**src/rtl/skolem_sweep_ctrl_if.sv**
```systemverilog
// Handshake and Skolem-bus bundle for skolem_sweep_ctrl.
// master: requester side (drives start, supplies the Skolem output x).
// slave : the sweep controller (drives the Skolem inputs and the result status).
interface skolem_sweep_ctrl_if #(
    parameter int W = 4
);
    logic             start;
    logic [2*W-1:0]   sk_in;
    logic [W-1:0]     sk_out;
    logic             busy;
    logic             done;
    logic             pass;
    logic [2*W:0]     fail_cnt;
    logic [2*W:0]     vac_cnt;
    logic [2*W-1:0]   first_fail;

    modport master (
        output start, sk_out,
        input  sk_in, busy, done, pass, fail_cnt, vac_cnt, first_fail
    );

    modport slave (
        input  start, sk_out,
        output sk_in, busy, done, pass, fail_cnt, vac_cnt, first_fail
    );
endinterface

```
**src/rtl/skolem_sweep_ctrl.sv**
```systemverilog
// Exhaustive sequencer/checker for a W-bit Skolem function of
// (x udiv s) >=s t. Sweeps every {t,s} vector, brute-forces feasibility
// over all candidates x, then checks the attached Skolem output.
// Optional macro STOP_ON_FAIL_EN: end the sweep at the first failing vector.
module skolem_sweep_ctrl #(
    parameter int W      = 4,
    parameter int SK_LAT = 0
) (
    input  logic                  clk,
    input  logic                  rst,
    skolem_sweep_ctrl_if.slave    sweep
);
    localparam int WT_W = $clog2(SK_LAT + 2);

    typedef enum logic [2:0] {
        IDLE,
        SCAN,
        WAIT,
        CHECK,
        DONE
    } state_t;

    state_t            r_state;
    logic [2*W-1:0]    r_v;
    logic [W-1:0]      r_c;
    logic [WT_W-1:0]   r_wcnt;
    logic              r_exists;
    logic              r_busy;
    logic              r_done;
    logic              r_pass;
    logic [2*W:0]      r_fail_cnt;
    logic [2*W:0]      r_vac_cnt;
    logic [2*W-1:0]    r_first_fail;

    logic [W-1:0]      w_s;
    logic [W-1:0]      w_t;
    logic              w_cand_ok;
    logic              w_sk_ok;
    logic              w_fail;
    logic              w_last;

    // (x udiv s) >=s t, with x udiv 0 defined as all ones
    function automatic logic constraint_ok(input logic [W-1:0] x,
                                           input logic [W-1:0] s,
                                           input logic [W-1:0] t);
        logic [W-1:0] q;
        q = (s == '0) ? '1 : x / s;
        return $signed(q) >= $signed(t);
    endfunction

    assign w_s       = r_v[W-1:0];
    assign w_t       = r_v[2*W-1:W];
    assign w_cand_ok = constraint_ok(r_c, w_s, w_t);
    assign w_sk_ok   = constraint_ok(sweep.sk_out, w_s, w_t);
    assign w_fail    = r_exists && !w_sk_ok;
    assign w_last    = (r_v == '1);

    assign sweep.sk_in      = r_v;
    assign sweep.busy       = r_busy;
    assign sweep.done       = r_done;
    assign sweep.pass       = r_pass;
    assign sweep.fail_cnt   = r_fail_cnt;
    assign sweep.vac_cnt    = r_vac_cnt;
    assign sweep.first_fail = r_first_fail;

    // Sweep FSM with registered status outputs
    always_ff @(posedge clk) begin
        if (rst) begin
            r_state      <= IDLE;
            r_v          <= '0;
            r_c          <= '0;
            r_wcnt       <= '0;
            r_exists     <= 1'b0;
            r_busy       <= 1'b0;
            r_done       <= 1'b0;
            r_pass       <= 1'b0;
            r_fail_cnt   <= '0;
            r_vac_cnt    <= '0;
            r_first_fail <= '0;
        end else begin
            r_done <= 1'b0;
            case (r_state)
                IDLE: begin
                    if (sweep.start) begin
                        r_v          <= '0;
                        r_c          <= '0;
                        r_exists     <= 1'b0;
                        r_busy       <= 1'b1;
                        r_pass       <= 1'b0;
                        r_fail_cnt   <= '0;
                        r_vac_cnt    <= '0;
                        r_first_fail <= '0;
                        r_state      <= SCAN;
                    end
                end
                SCAN: begin
                    if (w_cand_ok) r_exists <= 1'b1;
                    r_c <= r_c + 1'b1;
                    if (r_c == '1) begin
                        r_wcnt  <= '0;
                        r_state <= WAIT;
                    end
                end
                WAIT: begin
                    if (r_wcnt == WT_W'(SK_LAT)) r_state <= CHECK;
                    else                         r_wcnt  <= r_wcnt + 1'b1;
                end
                CHECK: begin
                    if (!r_exists) begin
                        r_vac_cnt <= r_vac_cnt + 1'b1;
                    end else if (!w_sk_ok) begin
                        r_fail_cnt <= r_fail_cnt + 1'b1;
                        if (r_fail_cnt == '0) r_first_fail <= r_v;
                    end
`ifdef STOP_ON_FAIL_EN
                    if (w_last || w_fail) begin
`else
                    if (w_last) begin
`endif
                        r_state <= DONE;
                    end else begin
                        r_v      <= r_v + 1'b1;
                        r_c      <= '0;
                        r_exists <= 1'b0;
                        r_state  <= SCAN;
                    end
                end
                DONE: begin
                    r_done  <= 1'b1;
                    r_busy  <= 1'b0;
                    r_pass  <= (r_fail_cnt == '0);
                    r_state <= IDLE;
                end
                default: r_state <= IDLE;
            endcase
        end
    end

    // w_fail only steers the early exit when STOP_ON_FAIL_EN is defined
    logic w_unused;
    assign w_unused = w_fail;
endmodule
```
**src/flat_wrapper.sv**
```systemverilog
// flat-port wrapper written by rule: the top's interface ports become plain ports
module skolem_sweep_ctrl_flat 
#(
    parameter int W      = 4,
    parameter int SK_LAT = 0
)
  (clk, rst, sweep_start, sweep_sk_out, sweep_sk_in, sweep_busy, sweep_done, sweep_pass, sweep_fail_cnt, sweep_vac_cnt, sweep_first_fail);
  skolem_sweep_ctrl_if #(.W(W)) sweep_i ();
  input  logic clk;
  input  logic rst;
  input wire logic [$bits(sweep_i.start)-1:0] sweep_start;
  input wire logic [$bits(sweep_i.sk_out)-1:0] sweep_sk_out;
  output wire logic [$bits(sweep_i.sk_in)-1:0] sweep_sk_in;
  output wire logic [$bits(sweep_i.busy)-1:0] sweep_busy;
  output wire logic [$bits(sweep_i.done)-1:0] sweep_done;
  output wire logic [$bits(sweep_i.pass)-1:0] sweep_pass;
  output wire logic [$bits(sweep_i.fail_cnt)-1:0] sweep_fail_cnt;
  output wire logic [$bits(sweep_i.vac_cnt)-1:0] sweep_vac_cnt;
  output wire logic [$bits(sweep_i.first_fail)-1:0] sweep_first_fail;
  assign sweep_i.start = sweep_start;
  assign sweep_i.sk_out = sweep_sk_out;
  assign sweep_sk_in = sweep_i.sk_in;
  assign sweep_busy = sweep_i.busy;
  assign sweep_done = sweep_i.done;
  assign sweep_pass = sweep_i.pass;
  assign sweep_fail_cnt = sweep_i.fail_cnt;
  assign sweep_vac_cnt = sweep_i.vac_cnt;
  assign sweep_first_fail = sweep_i.first_fail;
  skolem_sweep_ctrl #(.W(W), .SK_LAT(SK_LAT)) u_core (.clk(clk), .rst(rst), .sweep(sweep_i));
endmodule
```
**config.mk**
```make
export PLATFORM = sky130hd
export DESIGN_NAME = skolem_sweep_ctrl_flat
export DESIGN_NICKNAME = d
export VERILOG_FILES = /design/src/rtl/skolem_sweep_ctrl_if.sv /design/src/rtl/skolem_sweep_ctrl.sv /design/src/flat_wrapper.sv
export SDC_FILE = /design/constraint.sdc
export NUM_CORES = 1
export LEC_CHECK = 0
export CAP_MARGIN = 25
export CORE_UTILIZATION = 60
export CTS_CLUSTER_DIAMETER = 80
export DETAILED_ROUTE_END_ITERATION = 16
export DONT_BUFFER_PORTS = 1
export PLACE_DENSITY_LB_ADDON = 0.05
export SLEW_MARGIN = 40
export SYNTH_ARGS = -nofsm -noshare
export SYNTH_HDL_FRONTEND = slang
export SYNTH_SLANG_ARGS = --single-unit
```
**constraint.sdc**
```tcl
create_clock -name clk -period 14.04 [get_ports clk]
set_input_delay 2.808 -clock clk [delete_from_list [all_inputs] [get_ports clk]]
set_output_delay 2.808 -clock clk [all_outputs]
set_load 0.05 [all_outputs]
```
==> impl_metrics.toml <==
[routing]
wire_per_inst_um = 15.3
first_pass_iters = 4
ant_nets = 0
drt_iter0_markers = 115
vias = 2300
drc = 0
finalWirelength_um = 6050
routed_via_density = 5.82

[power_and_ir_drop]
power_uw = 240
peakVddDrop_v = 0.0000723
power.leakage_uw = 0.00115
powerDensity_nw_per_um2 = 75.9

[cts]
cts_tree = "yes"
clockBufferDepth = 2
hold_buffers = 0
insertion_delay_ns = 0.31
cts_setup_buffers = 0
numCtsBuffers = 5
ctsResizeCount = 0
clk_pin_slew_ns = 0.08
clock_tree.root_cell = "clkbuf_8"
htreeDepth = 2
cts_sinks = 45

[logic_synthesis]
netlist_area_um2 = 3030
ys_types = 56
synth_edf_count = 0
syn_area_per_cell_um2 = 9.14
async_reset_ff_frac = 0
synth_nets = 375
ys_ff_latch = 45
synthCells = 331
ys_warn_count = 0
ys.flop_type = "dfxtp_1"
synth-seq-area-share = 0.298

[finish]
fin_area_um2 = 3160
multi_input_area_um2 = 2010
drive_gt1_frac = 0.0915
diodes = 0
fill_cells = 402
area_growth_pct = 4.34
nets = 371
seq_area_um2 = 903

[critical_path]
crit_chain = "ha_1 -> nor4b_1 -> a2bb2oi_1 -> ha_1 -> o21a_1 -> o21ai_1 -> o21ai_0 -> ha_1 -> o21ai_0 -> nand2b_1 -> a21oi_1 -> nor2_1 -> mux2i_1 -> ha_1 -> a21o_1 -> a21o_1 -> a221oi_1 -> ha_1 -> nor2b_1 -> o2111ai_4 -> nand2_1 -> a21oi_4 -> a22o_1"
cpMaxStageDelayCell = "ha_1"
cp_max_fo = 10
path_delay_family = "compound AO/OA/AOI/OAI gates"
slowest_delay_ns = 0.33
worstSetupPathType = "input port to register"
crit_top_cell = "ha_1"
crit_path_end_kind = "register"
critPathArrivalTime_ns = 7.54
worstSetupStartpointType = "input port"
critical_path_buf_inv_count = 0
required_ns = 14.23

[global_routing]
overflow = 0
grt_pass1_vias = 2180
antenna_found_initial = 0
grt_max_degree = 22
grt_pass1_wl_um = 10400
grt_use_total = 0.248

[timing]
fin_crit_sh = 0.523
setup_violations = 0
rsz0062_at_grt = "false"
drv_slew = 0
timing.fmax_mhz = 136
finalClockSkew_ns = 0.0178
worstMarginPinSlew_ns = 0.808
worst_slack_ns = 6.69
maxSlewHeadroom = 0.460
hold_viol_final = 0
fin_crit_ns = 7.35
setup_tns_ns = 0

[place]
gp_congestion = 0.794
numPortBuffers = 0
dp_hpwl_um = 4600
placed_cell_area_um2 = 3060
pre_cts_ws_ns = 6.42

[die]
core_um2 = 4790
fp.dieArea_um2 = 5330
floorplan.die.height_um = 73.0
row_count = 25
io_pins = 44
start_util = 0.632
die_width_um = 73.0

[hold_path]
hold_class = "register to register"

[outcome]
outcome = "finished, final reports clean"

[flow_run]
maxCapViolations = 0
[layout by cell type, fill, tap and decap left out, types with 4 or more instances in the layout]
cell	n
a21o_1	4
a21oi_1	13
a22o_1	8
and4_1	5
clkbuf_8	5
dfxtp_1	43
ha_1	37
inv_1	17
mux2_1	4
mux2i_1	4
nand2_1	19
nand2b_1	8
nand3_1	12
nand4_1	5
nor2_1	35
nor3_1	9
o21a_1	4
o21ai_0	7
o21ai_1	4
xnor2_1	16
xor2_1	12
[final cells by class]
class                           instances  share of cell area
Inverter                               17              0.0202
Clock buffer                            5              0.0218
Sequential cell                        45               0.286
Tap cell                               67              0.0265
Clock inverter                          3             0.00792
Multi-Input combinational cell        257               0.635
Timing Repair Buffer                    1             0.00238
[Yosys cell counts, types with 3 or more instances]
cell type | number | share of area
mux2_1 | 4 | 0.015
buf_4 | 4 | 0.0099
dfxtp_1 | 45 | 0.30
nand2b_1 | 8 | 0.017
and4_1 | 5 | 0.014
a22o_1 | 8 | 0.023
buf_2 | 4 | 0.0066
nor4b_1 | 3 | 0.0087
nor3_1 | 9 | 0.015
xnor2_1 | 16 | 0.046
xor2_1 | 12 | 0.035
o21ai_0 | 7 | 0.012
inv_1 | 17 | 0.021
nor2_2 | 3 | 0.0062
nand2_1 | 19 | 0.024
mux2i_1 | 4 | 0.013
nor4_1 | 3 | 0.0062
nor2_1 | 35 | 0.043
o21a_1 | 4 | 0.0099
o2111ai_1 | 3 | 0.0087
nand4_1 | 5 | 0.010
o21ai_1 | 4 | 0.0066
a221oi_1 | 3 | 0.0087
a21o_1 | 4 | 0.0099
clkbuf_1 | 3 | 0.0037
ha_1 | 37 | 0.15
nand3_1 | 12 | 0.020
a21oi_1 | 13 | 0.021
[cells by family after synthesis]
logic type / synth area share
and+or+nand+nor: 0.212
buffers and inverters: 0.0426
muxes: 0.0281
DFF: 0.298
adders and majority gates: 0.153
xor gates and xnor gates: 0.0810
AOI/OAI and AO/OA: 0.185
[tightest hold or removal path: stages, from the launching register on]
cell and delay, ns:
dfxtp_1 0.33, a31oi_1 0.16, nor3_1 0.06
[power by group]
| group | internal [uW] | total, uW | switching (uW) |
|---|---|---|---|
| sequential | 129 | 132 | 3.46 |
| combinational | 11.4 | 25.9 | 14.5 |
| clock | 35.9 | 81.6 | 45.7 |
[layer usage]
| layer | share of wire | vias up | GRT usage |
|---|---|---|---|
| li1 | - | 1185 | - |
| met1 | 0.50 | 1062 | 0.335 |
| met2 | 0.45 | 48 | 0.390 |
| met3 | 0.040 | 5 | 0.0677 |
| met4 | 0.0051 | 0 | 0.0632 |
| met5 | 0 | - | 0 |
[path summary, 6_finish.rpt]
path / startpoint / to / slack, ns / depth (start not counted)
worst max-delay path: sweep_sk_out[3] / u_core.sweep.first_fail[2] / 6.69 / 23
worst max register to register: u_core.sweep.sk_in[0] / u_core.sweep.first_fail[2] / 8.53 / 24
worst min-delay path: u_core.r_exists / u_core.r_exists / 0.59 / 2
worst min register to register: u_core.r_exists / u_core.r_exists / 0.59 / 2
[flip-flops by register name (all words and copies together), names as in the netlist]
name,count
u_core.r_c,4
u_core.r_exists,1
u_core.r_state,3
u_core.sweep.busy,1
u_core.sweep.done,1
u_core.sweep.fail_cnt,9
u_core.sweep.first_fail,8
u_core.sweep.pass,1
u_core.sweep.sk_in,8
u_core.sweep.vac_cnt,9
[stage by stage]
stage | instances | util | hold WS [ns]
after detailed placement | 387 | 0.640 | 0.550
after global routing | 395 | 0.660 | 0.627
after CTS | 395 | 0.660 | 0.584
final | 395 | 0.660 | 0.587
after floorplan | 331 | - | 0.499
after global placement | 387 | 0.638 | 0.541
Power figures use the tool's default switching activity.
